$ cat src/rtl/rdbk_frame_ctl.sv
// Configuration readback engine: fetches FRAME_WORDS words from config memory and
// serialises them one bit per valid/ready transfer, optionally followed by a CRC-16.
module rdbk_frame_ctl #(
  parameter string FF_RDCFG    = "ENABLED",
  parameter int    DATA_WIDTH  = 32,
  parameter int    ADDR_WIDTH  = 12,
  parameter int    FRAME_WORDS = 16,
  parameter string BIT_ORDER   = "MSB",
  parameter bit    CRC_EN      = 1'b1
) (
  input  logic                  CLK,
  input  logic                  RST,
  input  logic                  RDCFGN,
  input  logic                  FFRDCFG,
  input  logic [ADDR_WIDTH-1:0] BASE_ADDR,
  output logic                  MEM_RE,
  output logic [ADDR_WIDTH-1:0] MEM_ADDR,
  input  logic [DATA_WIDTH-1:0] MEM_RDATA,
  output logic                  RDDATA,
  output logic                  RDVALID,
  input  logic                  RDREADY,
  output logic                  RDSOF,
  output logic                  RDEOF,
  output logic                  BUSY,
  output logic                  DONE
);

  localparam bit REQ_EN    = (FF_RDCFG == "ENABLED");
  localparam bit MSB_FIRST = (BIT_ORDER == "MSB");
  localparam int BW        = $clog2(DATA_WIDTH);
  localparam logic [BW-1:0]         LAST_BIT = BW'(DATA_WIDTH - 1);
  localparam logic [ADDR_WIDTH-1:0] LAST_IDX = ADDR_WIDTH'(FRAME_WORDS - 1);
  localparam logic [15:0]           CRC_POLY = 16'h1021;

  typedef enum logic [2:0] {
    IDLE  = 3'd0,
    FETCH = 3'd1,
    LOAD  = 3'd2,
    SHIFT = 3'd3,
    CRC   = 3'd4,
    FIN   = 3'd5
  } state_t;

  state_t                  state, state_nxt;
  logic                    rdcfgn_q;
  logic [ADDR_WIDTH-1:0]   base, idx;
  logic [DATA_WIDTH-1:0]   shreg;
  logic [BW-1:0]           bitcnt;
  logic [15:0]             crc;
  logic [3:0]              crccnt;
  logic                    start, busy_st, abort, xfer, cur_bit, last_bit, last_word;
  logic [15:0]             crc_nxt;

  assign busy_st   = (state == FETCH) || (state == LOAD) || (state == SHIFT) || (state == CRC);
  assign start     = REQ_EN && rdcfgn_q && !RDCFGN && FFRDCFG;
  // Releasing the request mid-frame wins over a transfer in the same cycle.
  assign abort     = busy_st && RDCFGN;
  assign xfer      = RDVALID && RDREADY && !abort;
  assign cur_bit   = MSB_FIRST ? shreg[DATA_WIDTH-1] : shreg[0];
  assign last_bit  = (bitcnt == LAST_BIT);
  assign last_word = (idx == LAST_IDX);
  assign crc_nxt   = {crc[14:0], 1'b0} ^ ((crc[15] ^ cur_bit) ? CRC_POLY : 16'h0000);

  always_ff @(posedge CLK or posedge RST) begin
    if (RST) state <= IDLE;
    else     state <= state_nxt;
  end

  always_comb begin
    state_nxt = state;
    case (state)
      IDLE:    if (start) state_nxt = FETCH;
      FETCH:   state_nxt = LOAD;
      LOAD:    state_nxt = SHIFT;
      SHIFT:   if (xfer && last_bit) state_nxt = !last_word ? FETCH : (CRC_EN ? CRC : FIN);
      CRC:     if (xfer && crccnt == 4'hF) state_nxt = FIN;
      FIN:     state_nxt = IDLE;
      default: state_nxt = IDLE;
    endcase
    if (abort) state_nxt = IDLE;
  end

  always_ff @(posedge CLK or posedge RST) begin
    if (RST) begin
      rdcfgn_q <= 1'b1;
      base     <= '0;
      idx      <= '0;
      shreg    <= '0;
      bitcnt   <= '0;
      crc      <= '0;
      crccnt   <= '0;
    end else begin
      rdcfgn_q <= RDCFGN;
      case (state)
        IDLE: if (start) begin
          base <= BASE_ADDR;
          idx  <= '0;
          crc  <= 16'hFFFF;
        end
        LOAD: begin
          shreg  <= MEM_RDATA;
          bitcnt <= '0;
          crccnt <= '0;
        end
        SHIFT: if (xfer) begin
          shreg  <= MSB_FIRST ? (shreg << 1) : (shreg >> 1);
          bitcnt <= bitcnt + 1'b1;
          crc    <= crc_nxt;
          if (last_bit && !last_word) idx <= idx + 1'b1;
        end
        // CRC bits leave MSB first and are not folded back into the register.
        CRC: if (xfer) begin
          crc    <= {crc[14:0], 1'b0};
          crccnt <= crccnt + 1'b1;
        end
        default: ;
      endcase
    end
  end

  always_comb begin
    MEM_RE   = 1'b0;
    MEM_ADDR = base + idx;
    RDDATA   = 1'b0;
    RDVALID  = 1'b0;
    RDSOF    = 1'b0;
    RDEOF    = 1'b0;
    BUSY     = 1'b0;
    DONE     = 1'b0;
    case (state)
      FETCH: begin
        MEM_RE = 1'b1;
        BUSY   = 1'b1;
      end
      LOAD: BUSY = 1'b1;
      SHIFT: begin
        BUSY    = 1'b1;
        RDVALID = 1'b1;
        RDDATA  = cur_bit;
        RDSOF   = (idx == '0) && (bitcnt == '0);
        RDEOF   = !CRC_EN && last_word && last_bit;
      end
      CRC: begin
        BUSY    = 1'b1;
        RDVALID = 1'b1;
        RDDATA  = crc[15];
        RDEOF   = (crccnt == 4'hF);
      end
      FIN: DONE = 1'b1;
      default: ;
    endcase
  end

endmodule

$ cat config.mk
export PLATFORM = sky130hd
export DESIGN_NAME = rdbk_frame_ctl
export DESIGN_NICKNAME = d
export VERILOG_FILES = /design/src/rtl/rdbk_frame_ctl.sv
export SDC_FILE = /design/constraint.sdc
export NUM_CORES = 1
export LEC_CHECK = 0
export BUFFER_PORTS_ARGS = -buffer_cell sky130_fd_sc_hd__buf_2
export CAP_MARGIN = 10
export CORE_ASPECT_RATIO = 2
export CORE_UTILIZATION = 49
export DETAILED_ROUTE_END_ITERATION = 10
export PLACE_DENSITY = 0.79
export SKIP_LAST_GASP = 1
export SLEW_MARGIN = 5
export SYNTH_ARGS = -nofsm -noshare
export SYNTH_HDL_FRONTEND = slang
export SYNTH_SLANG_ARGS = --single-unit
export TNS_END_PERCENT = 50
$ cat constraint.sdc
create_clock -name CLK -period 2.85 [get_ports CLK]
set_input_delay 0 -clock CLK [delete_from_list [all_inputs] [get_ports CLK]]
set_output_delay 0 -clock CLK [all_outputs]
set_load 0.05 [all_outputs]
Yosys cells after proc, flatten, opt, wreduce, memory -nomap -nowiden
Index checks and enable logic that the tools add are counted.

word-level totals
  register bits after elaboration = 85
  latch bits = 0
  memory bits (writable) = 0
  ROM bits = 0
  input bits = 49
  output and inout port bits = 19
  word-level logic and storage cells = 87
  memories kept = 0

operators by class
  $add $sub $neg = 4
  $mul = 0
  div/mod/pow operators = 0
  order comparisons = 0
  equality and inequality tests = 15
  shift operators = 0
  mux-type cells = 28
  bitwise operators = 2
  reductions and logical operators = 30

operators with widths
  operator                                               number
  case mux 32 bit (2 select lines)                       1
  two-way mux 16 bit                                     3
  case mux 16 bit (3 select lines)                       1
  two-way mux 12 bit                                     3
  two-way mux 32 bit                                     1
  case mux 12 bit (2 select lines)                       1
  bitwise XOR 16 x 13 -> 16 bit                          1
  two-way mux 3 bit                                      5
  case mux 3 bit (5 select lines)                        1
  two-way mux 13 bit                                     1
  adder 12 x 1 -> 12 bit, second input constant          1
  adder 12 bit                                           1
  == test 12 x 4 -> 1 bit, second input constant         1
  logical NOT 12 bit                                     1
  case mux 5 bit (2 select lines)                        1
  logical AND 1 bit                                      9
  case mux 4 bit (2 select lines)                        1
  AND reduction 4 bit                                    2
  == test 3 x 2 -> 1 bit, second input constant          2
  == test 3 bit, second input constant                   2
  two-way mux 1 bit                                      6
  inequality test 2 bit, second input constant           3
  inequality test 3 x 2 -> 1 bit, second input constant  2
  AND reduction 2 bit                                    3
  other kinds (20)                                       26

Depth between registers and ports, before layout
Gate-level depths: netlist (run 1).

  word-level depth = 11
  gate-level depth with buffers = 8
  gate-level depth less buffers = 8

Least setup slack after synthesis (run 1)
OpenSTA, ideal clock, no wires.

  path type = reg-to-output
  start point = register idx[4]
  end point = output port MEM_ADDR[10]
  arrival time = 3033 ps
  required time = 2850 ps
  path slack = -183 ps
  cell stages (with the launch flop) = 7
  buffers on the path = 0
  cell sequence = dfrtp_1 ha_1 a21oi_1 nor2b_1 or3_1 nand2_1 o311ai_0

on the way
  longest elaborated chain between the ends = 1

RTL lines
  element                 RTL line  text
  from (decl)             46        logic [ADDR_WIDTH-1:0] base, idx;
  from (signal assigned)  109       if (last_bit && !last_word) idx <= idx + 1'b1;
  adder 12 bit            123       MEM_ADDR = base + idx;
  to (decl)               17        output logic [ADDR_WIDTH-1:0] MEM_ADDR,

No other way between the ends.

Final worst setup path (run 1)
  start point = register idx[3]
  end point = output port MEM_ADDR[11]

Same word-level chain as after synthesis.

==> summary.txt, run 1 <==
Outcome
  – Status: complete, no violations

Clocking
  – Root Buffer: clkbuf_16
  – TritonCTS Buffers: 9
  – CTS tree: built
  – Max H-tree Level: 3
  – Worst-skew pair later-pin latency: 0.34 ns
  – Reg clk slew, reported paths: 0.06 ns
  – CTS max path bufs: 2
  – CTS sink cnt: 85

Synthesis
  – YS warnings: 0
  – Post-synth EDFFs: 0
  – Synthesized netlist cell count: 529
  – Yosys cell types: just under 60
  – Synthesized flop and latch total: 85
  – Sequential fraction of the synthesis area: 46.5%
  – Ys async rst share: 100%
  – Mapped Area: roughly 4600 sq um
  – Post-synthesis net count: 596
  – Syn_area_per_cell: 8.65 sq um
  – Post-synth top flop: dfrtp_1

Detailed routing
  – Avg WL per Cell: approximately 15 um
  – Vias per cell: 5.52
  – Detailed-router iteration count before antenna repair: 7
  – Antenna-violating nets left: 0
  – Initial drt markers: ~210
  – Detailed Route WL: 10800 um
  – Residual DRC: 0
  – Via count: slightly above 4000

STA
  – Max-Slew Margin vs Limit: approximately 44%
  – Worst-margin pin slew: between 0.8 and 0.9 ns
  – Tcrit/Tclk final: between 90% and 100%
  – Setup violators final: 0
  – RSZ-0062 raised after global routing: no
  – Post-route setup slack: about 0.12 ns
  – Fin. Hold Viols: 0
  – Fmax: between 300 and 400 MHz
  – Final TNS setup: 0 ns
  – Worst Skew: roughly 0.007 ns
  – Final min period: 2.73 ns
  – Max-slew violation count: 0

Floorplanning
  – Num rows: just under 50
  – Die Y: approximately 140 um
  – I/O pin total: slightly below 70
  – Die boundary width: between 70 and 80 um
  – Core Box Area: ~9000 sq um
  – Die area: just under 10000 sq um
  – Initial core utilization: ~51%

Cells and area
  – Most common cell after layout, fill and taps aside: nand2_1
  – Layout cells sized above 1: approximately 17%
  – Nets@finish: 703
  – Final core utilization: 63.9%
  – Synth-to-layout area growth: 25.9%
  – Cell area after layout: roughly 5800 sq um
  – Most frequent cells in the layout: 133 x nand2_1, 84 x dfrtp_1, 69 x nor2_1, 66 x buf_2, 46 x dlygate4sd3_1
  – ANT cells: 0

Hold path
  – Worst hold path type: in2reg

Worst setup path
  – Req. time, crit path: 2.85 ns
  – CP Launch Type: flip-flop
  – WS Path Type: reg2out
  – Crit-path max FO: 7
  – Crit end category: output port
  – CP arrival: 2.73 ns

Place
  – I/O Buffers: 67
  – Place WS: about 0.38 ns
  – GP Congestion: 0.829
  – Dpl cell area: ~5000 sq um
  – Dpl hpwl: 7430 um

Global route
  – Initial antenna violation count: 0
  – Vias in the first global route: 4233
  – Largest net degree at the start of global routing: between 50 and 60
  – Total GRT Usage: a little under a quarter
  – GRT overflow: 0
  – First-pass GRT wire length: 18400 um

Pwr
  – Leak: 0.00270 uW
  – Pwr Total: 5430 uW
  – Worst vdd ir: ~0.64 mV
  – PD cells: between 900 and 1000 nW/um^2

Flow run
  – Max-cap check violation count: 0
[Yosys cell counts (all sizes together), types with 6 or more instances]
cell type / instances / area [sq um]
nor2: 70 / 265
xor2: 10 / 87.6
ha: 17 / 213
nand2: 133 / 499
xnor2: 7 / 61.3
buf: 10 / 71.3
a21oi: 20 / 100
dfrtp: 84 / 2100
a31oi: 32 / 200
o21ai: 34 / 170
clkbuf: 18 / 67.6
and3: 8 / 50.1
or3: 7 / 43.8
inv: 8 / 30.0
nor3: 6 / 30.0
[path summary, 6_finish.rpt]
path	cells past startpoint	endpoint	slack [ns]	start
max	7	MEM_ADDR[11]	0.12	idx[3]$_DFFE_PP0P_
max reg2reg	7	idx[10]$_DFFE_PP0P_	0.49	bitcnt[1]$_DFFE_PP0P_
min	4	state[0]$_DFFE_PP0P_	0.15	RDREADY
min in group asynchronous	3	shreg[26]$_DFFE_PP0P_	0.34	RST
min reg2reg	2	crc[14]$_DFFE_PP0P_	0.48	crc[14]$_DFFE_PP0P_
max in group asynchronous	4	rdcfgn_q$_DFF_PP1_	1.69	RST
[registers in the layout, summed over array words and instances, names as in the netlist]
signal,cells
base,12
bitcnt,5
crc,16
crccnt,4
idx,12
rdcfgn_q,1
shreg,32
state,3
[cell families (layout without fill, tap and decap cells)]
| group | Yosys count | count (layout) | synth area share (%) |
|---|---|---|---|
| compound gates | 110 | 110 | 15.6 |
| xor+xnor | 17 | 17 | 3.25 |
| flops | 85 | 85 | 46.5 |
| simple gates | 257 | 257 | 24.5 |
| buf+inv | 36 | 148 | 3.69 |
| mux | 5 | 5 | 1.15 |
| fa+ha+maj | 19 | 19 | 5.30 |
[critical path, stage by stage, from the launching register on]
cell	delay (ns)
dfrtp_1	0.46
ha_1	0.39
nand2_1	0.09
o211ai_1	0.22
a21oi_1	0.18
or4b_2	0.67
nand4_1	0.11
buf_2	0.26
[repair_timing]
| item | CTS | global route |
|---|---|---|
| resized for setup | 0 | 4 |
| setup buffers | 0 | 1 |
| setup endpoints to repair | 0 | 1 |
| endpoints found under the hold margin | 94 | 0 |
| hold buffers | 46 | 0 |
[area by class of cell]
| class | instances | area, sq um |
|---|---|---|
| Inverter | 8 | 31.3 |
| Fill cell | 707 | 3250 |
| Clock buffer | 11 | 243 |
| Timing Repair Buffer | 124 | 881 |
| Tap cell | 102 | 128 |
| Multi-Input combinational cell | 408 | 2300 |
| Sequential cell | 85 | 2130 |
| Clock inverter | 5 | 50.0 |
[through the flow]
step	hold WS, ns	cells
floorplan	0.00448	529
global placement	0.182	680
detailed placement	0.182	680
CTS	0.146	742
global route	0.192	743
finish	0.152	743
[power by group]
part	internal (uW)	switching, uW
registers	1670	330
logic	808	1480
clock network	696	446
total	3170	2250
[metal layers]
layer | track usage, % | vias up | routed length [um]
met5 | 0 | - | 0
met3 | 4.51 | 24 | 342
met2 | 44.9 | 97 | 6120
met1 | 23.5 | 1945 | 4040
met4 | 10.7 | 0 | 304
li1 | - | 2037 | -
Power figures use the tool's default switching activity.
==> run 2, diff against run 1 <==
Settings changed: CORE_UTILIZATION 49 to 57, PLACE_DENSITY 0.79 to 0.89.
==> run 2 against run 1 <==
Compared with the run above: cell area fell by 0.52%; wire length rose by 10%; worst setup slack got worse by 0.077 ns; cell count fell by 1.2%; combinational power barely moved; total power barely moved; count of clock-buffer cells in the layout rose by 2; critical endpoint is now MEM_ADDR[10]; highest routed layer unchanged.
==> summary.txt, run 2 (synthesis gave the netlist of run 1 again) <==
Outcome
  – Status: complete, no violations

Global route
  – Top Usage Layer GRT: met2
  – GR Layer Usage met2: 55.5% (+11 points)
  – Largest net degree at the start of global routing: 52 (+2.0%)
  – Global Route met3 Usage: 3.55% (-0.96 points)
  – Vias in the first global route: 4458 (+5.3%)
  – Total GRT Usage: 30.7% (+7.2 points)
  – Initial antenna violation count: 0 (unchanged)
  – GRT overflow: 0 (unchanged)
  – Grt met1 use: 31.4% (+7.8 points)
  – First-pass GRT wire length: 19600 um (+6.7%)

Worst setup path
  – Reg2Reg Capture Point: idx[10]$_DFFE_PP0P_
  – CP Launch Type: flip-flop
  – WS Path Type: reg2out
  – Worst path cell trace: ha_1 -> fa_2 -> a21oi_2 -> nor2_1 -> or3_1 -> a2111o_1 -> o311ai_1 -> buf_4
  – Crit end category: output port
  – Top delay family on crit path: compound AO/OA/AOI/OAI gates
  – Crit-path slowest cell: dfrtp_1
  – Reg2reg setup slack: 0.42 ns (-0.07 ns)
  – CP peak stage delay: 0.43 ns (-0.24 ns)
  – Number of buffers and inverters on the critical path: 1 (unchanged)
  – Req. time, crit path: 2.85 ns (about the same)
  – Crit path depth: 8 (+1)
  – Crit-path max FO: 5 (-2)
  – CP arrival: 2.81 ns (+0.08 ns)
  – FF-to-FF Start: bitcnt[1]$_DFFE_PP0P_
  – Reg2reg path depth: 7 (unchanged)

Clocking
  – CTS sink cnt: 85 (unchanged)
  – Reg clk slew, reported paths: 0.06 ns (about the same)
  – CTS max path bufs: 2 (unchanged)
  – Root Buffer: clkbuf_16
  – Buffer count from post-CTS setup fixing: 0 (unchanged)
  – TritonCTS Buffers: 9 (unchanged)
  – Max H-tree Level: 3 (unchanged)
  – Worst-skew pair later-pin latency: 0.34 ns (about the same)
  – CTS tree: built

Cells and area
  – Synth-to-layout area growth: 25.3%
  – Top reg by flops: shreg
  – Largest registers: shreg (32), crc (16)
  – Cell area after layout: 5730 sq um (-0.52%)
  – Nets@finish: 702 (-0.14%)
  – Max reg flops: 32 (unchanged)
  – Layout cells sized above 1: 16.9% (-0.29 points)
  – Most frequent cells in the layout: 133 x nand2_1, 84 x dfrtp_1, 69 x nor2_1, 66 x buf_2, 46 x dlygate4sd3_1
  – Most common cell after layout, fill and taps aside: nand2_1
  – Final core utilization: 74.9% (+11 points)
  – ANT cells: 0 (unchanged)
  – Final Instance Count excl. Fillers: 734 (-1.2%)

STA
  – Worst-margin pin slew: 0.869 ns (+0.0348 ns)
  – Final TNS setup: 0 ns (unchanged)
  – Fin Hold WS: 0.123 ns (-0.0287 ns)
  – Final min period: 2.81 ns (+0.0773 ns)
  – Tcrit/Tclk final: 98.6% (+2.7 points)
  – Setup violators final: 0 (unchanged)
  – Max-Slew Margin vs Limit: 42.0% (-2.3 points)
  – Fmax: 356 MHz (-2.8%)
  – RSZ-0062 raised after global routing: no
  – Fin. Hold Viols: 0 (unchanged)
  – Worst Skew: 0.00812 ns (+0.00119 ns)
  – Max-slew violation count: 0 (unchanged)

Floorplanning
  – Die boundary width: 65.4 um (-7.1%)
  – Core Box Area: 7660 sq um (-15%)
  – Initial core utilization: 59.8% (+9.0 points)
  – I/O pin total: 68 (unchanged)
  – Num rows: 45 (-8.2%)
  – Die area: 8410 sq um (-14%)
  – Die Y: 129 um (-7.2%)

Hold path
  – Worst hold path type: in2reg
  – Hold Path Sink: state[0]$_DFFE_PP0P_
  – Hold Crit Start: RDREADY
  – WHS Path Cells: 4 (unchanged)

Detailed routing
  – Vias per cell: 5.87 (+6.4%)
  – Residual DRC: 0 (unchanged)
  – Via count: 4312 (+5.1%)
  – Avg WL per Cell: 16.3 um (+12%)
  – Detailed Route WL: 11900 um (+10%)
  – Detailed-router iteration count before antenna repair: 5 (-2)
  – Antenna-violating nets left: 0 (unchanged)
  – Initial drt markers: 254 (+19%)

Pwr
  – Worst vdd ir: 0.737 mV (+15%)
  – Leak: 0.00268 uW (-0.83%)
  – PD cells: 947 nW/um^2 (+0.58%)

Flow run
  – Max-cap check violation count: 0 (unchanged)

Place
  – GP Congestion: 0.894 (+7.9%)
  – Dpl cells: 672 (-1.2%)
  – Dpl cell area: 4980 sq um (-0.20%)
  – Dpl hpwl: 7440 um (+0.15%)
  – I/O Buffers: 67 (unchanged)
[run 2: per-layer routing]
metal | vias up | routed length (um)
met5 | - | 0
met4 | 0 | 631
met3 | 54 | 461
met2 | 171 | 6570
met1 | 2052 | 4280
li1 | 2035 | -
[run 2: report_power, final]
group | internal, uW | total [uW] | leakage [uW] | switching (uW)
sequential | 1670 | 2020 | 0.00101 | 350
combinational | 798 | 2310 | 0.00154 | 1510
clock | 637 | 1100 | 0.000132 | 462
[run 2: what timing repair did]
item | CTS | global route
setup endpoints to repair | 1 | 1
hold buffers | 46 | 0
endpoints found under the hold margin | 96 | 0
gates resized for setup | 1 | 2
[run 2: worst max path at each step]
stage	end	slack (ns)	startpoint
final	MEM_ADDR[10]	0.04	idx[0]$_DFFE_PP0P_
after CTS	MEM_ADDR[10]	0.01	idx[0]$_DFFE_PP0P_
after global routing	MEM_ADDR[10]	0.01	idx[0]$_DFFE_PP0P_
after global placement	MEM_ADDR[10]	0.40	idx[0]$_DFFE_PP0P_
after detailed placement	MEM_ADDR[10]	0.33	idx[0]$_DFFE_PP0P_
after floorplan	MEM_ADDR[10]	0.41	idx[4]$_DFFE_PP0P_
[run 2: per-stage QoR]
| stage | power [uW] | setup slack, ns |
|---|---|---|
| 3_3_place_gp | 4100 | 0.405 |
| 5_1_grt | 5760 | 0.0138 |
| 2_1_floorplan | 3710 | 0.414 |
| 3_5_place_dp | 4210 | 0.330 |
| 4_1_cts | 5380 | 0.0123 |
| 6_report | 5430 | 0.0408 |
[run 2: final cells by class]
cell class	instances	area [sq um]
Clock inverter	3	20.0
Sequential cell	85	2130
Inverter	8	31.3
Multi-Input combinational cell	408	2300
Tap cell	94	118
Clock buffer	13	260
Fill cell	522	1920
Timing Repair Buffer	123	873
[run 2: tightest hold or removal path, stage by stage]
cell     delay [ns]
buf_2          0.15
a21oi_1        0.08
nand2_1        0.10
o31ai_1        0.08
==> run 3, diff against run 2 <==
Settings changed: CTS_CLUSTER_DIAMETER set to 120, REMOVE_ABC_BUFFERS set to 1.
==> run 3 against run 2 <==
Compared with the run above: global-route usage increased by 0.56 points; first-iteration DRC count down 13%; sequential power hardly changed; non-clock buffer count is the same; cell count is 0.14% lower; sequential cell count stayed put; highest routed layer unchanged; clock power up 19%; maximum frequency up 3.9%; via count is essentially flat; critical path depth is the same; hold slack worse by 0.0073 ns; register-to-register slack better by 0.10 ns.
==> summary.txt, run 3 (synthesis gave the netlist of run 1 again) <==
Pwr
  – Leak: 0.00271 uW (+1.2%)
  – Worst vdd ir: 0.688 mV (-6.6%)
  – Sw Share: 41.4% (-1.4 points)
  – Comb power frac: 41.2% (-1.4 points)
  – P_sw: 2350 uW (+0.86%)
  – PD cells: 977 nW/um^2 (+3.1%)
  – Clock power share: 23.1% (+2.9 points)
  – Reg power frac: 35.7% (-1.5 points)
  – Int Pwr: 3320 uW (+6.9%)

STA
  – RSZ-0062 raised after global routing: no
  – Max-Slew Margin vs Limit: 44.3% (+2.3 points)
  – Fin. Hold Viols: 0 (unchanged)
  – Fmax: 370 MHz (+3.9%)
  – Worst-margin pin slew: 0.833 ns (-0.0359 ns)
  – Post-route setup slack: 0.147 ns (+0.106 ns)
  – Worst Skew: 0.00536 ns (-0.00276 ns)
  – Tcrit/Tclk final: 94.8% (-3.7 points)
  – Setup violators final: 0 (unchanged)
  – Final min period: 2.70 ns (-0.106 ns)
  – Max-slew violation count: 0 (unchanged)
  – Fin Hold WS: 0.116 ns (-0.00730 ns)

Cells and area
  – Max reg flops: 32 (unchanged)
  – Largest registers: shreg (32), crc (16)
  – Nets@finish: 702 (unchanged)
  – Synth-to-layout area growth: 26.7%
  – Most common cell after layout, fill and taps aside: nand2_1
  – Most frequent cells in the layout: 133 x nand2_1, 84 x dfrtp_1, 69 x nor2_1, 66 x buf_2, 46 x dlygate4sd3_1
  – Top reg by flops: shreg
  – Layout cells sized above 1: 17.1% (+0.18 points)
  – Final core utilization: 75.7% (+0.87 points)
  – ANT cells: 0 (unchanged)

Detailed routing
  – Detailed-router iteration count before antenna repair: 5 (unchanged)
  – Via count: 4310 (-0.046%)
  – Antenna-violating nets left: 0 (unchanged)
  – Vias per cell: 5.88 (about the same)
  – Initial drt markers: 222 (-13%)
  – Avg WL per Cell: 16.3 um (+0.20%)
  – Residual DRC: 0 (unchanged)
  – Detailed Route WL: 11900 um (about the same)

Clocking
  – CTS max path bufs: 2 (unchanged)
  – Max H-tree Level: 3 (unchanged)
  – Worst-skew pair later-pin latency: 0.35 ns (about the same)
  – CTS tree: built
  – Reg clk slew, reported paths: 0.06 ns (about the same)
  – CTS sink cnt: 85 (unchanged)
  – Root Buffer: clkbuf_16
  – TritonCTS Buffers: 9 (unchanged)

Floorplanning
  – Initial core utilization: 59.8% (unchanged)
  – Num rows: 45 (unchanged)
  – Die boundary width: 65.4 um (unchanged)
  – Die area: 8410 sq um (unchanged)
  – Core Box Area: 7660 sq um (unchanged)
  – Die Y: 129 um (unchanged)
  – I/O pin total: 68 (unchanged)

Worst setup path
  – FF-to-FF Start: bitcnt[1]$_DFFE_PP0P_
  – CP Launch Type: flip-flop
  – Reg2reg path depth: 7 (unchanged)
  – WS Path Type: reg2out
  – Reg2reg setup slack: 0.52 ns (+0.10 ns)
  – Crit. Startpoint: idx[0]$_DFFE_PP0P_
  – Req. time, crit path: 2.85 ns (about the same)
  – Reg2Reg Capture Point: idx[10]$_DFFE_PP0P_
  – Crit-path max FO: 3 (-2)
  – CP arrival: 2.70 ns (-0.11 ns)
  – Crit end category: output port
  – Setup crit end: MEM_ADDR[10]

Outcome
  – Status: complete, no violations

Place
  – Place WS: 0.341 ns (+0.0117 ns)
  – I/O Buffers: 67 (unchanged)
  – Dpl hpwl: 7230 um (-2.9%)
  – GP Congestion: 0.802 (-10%)

Global route
  – Largest net degree at the start of global routing: 49 (-5.8%)
  – Total GRT Usage: 31.3% (+0.56 points)
  – GRT overflow: 0 (unchanged)
  – Vias in the first global route: 4391 (-1.5%)
  – First-pass GRT wire length: 19900 um (+1.2%)
  – Initial antenna violation count: 0 (unchanged)

Hold path
  – Worst hold path type: in2reg

Flow run
  – Max-cap check violation count: 0 (unchanged)
[run 3: routing by layer]
layer | vias to the layer above | routed length, um | global-route usage (%)
li1 | 2032 | - | -
met5 | - | 0 | 0
met1 | 2031 | 4220 | 32.2
met4 | 0 | 604 | 20.5
met2 | 190 | 6520 | 56.6
met3 | 57 | 599 | 4.70
[run 3: critical path, cell delays in order (launching register included)]
cell,delay (ns)
dfrtp_1,0.40
ha_1,0.23
fa_2,0.37
a21oi_2,0.15
nor2_1,0.08
or3_1,0.38
a2111o_1,0.38
o311ai_0,0.11
buf_4,0.26
[run 3: through the flow]
stage	setup TNS [ns]	cells	total power [uW]	instance area, sq um
finish	0	733	5660	5800
global placement	0	671	4090	4990
floorplan	-21.47	501	3640	4440
detailed placement	0	671	4220	4990
CTS	0	732	5590	5790
global route	0	733	5980	5800
[run 3: final cells by class]
type / count / area (sq um)
Clock buffer: 12 / 267
Clock inverter: 3 / 67.6
Fill cell: 501 / 1860
Inverter: 8 / 31.3
Multi-Input combinational cell: 408 / 2300
Sequential cell: 85 / 2130
Tap cell: 94 / 118
Timing Repair Buffer: 123 / 886
[run 3: how the worst min path moves through the flow]
stage                 start  cells past startpoint  slack (ns)                    to
finish              RDREADY                      4        0.12  state[1]$_DFFE_PP0P_
global route        RDREADY                      4        0.16  state[1]$_DFFE_PP0P_
CTS                 RDREADY                      4        0.11  state[1]$_DFFE_PP0P_
detailed placement      RST                      2        0.09    crc[5]$_DFFE_PP0P_
global placement        RST                      2        0.09    crc[5]$_DFFE_PP0P_
floorplan            RDCFGN                      0       0.004    rdcfgn_q$_DFF_PP1_
[run 3: repair_timing]
action / CTS / global route
setup buffers: 0 / 1
gates resized for setup: 2 / 1
endpoints found under the hold margin: 80 / 0
gates cloned: 0 / 0
hold buffers: 46 / 0
setup endpoints to repair: 1 / 1
[run 3: power groups by stage]
stage | combinational (uW) | sequential [uW] | clock (uW)
floorplan | 1720 | 1920 | 0
global placement | 2110 | 1980 | 0
detailed placement | 2200 | 2010 | 0
CTS | 2280 | 2000 | 1310
global route | 2560 | 2080 | 1350
finish | 2330 | 2020 | 1310
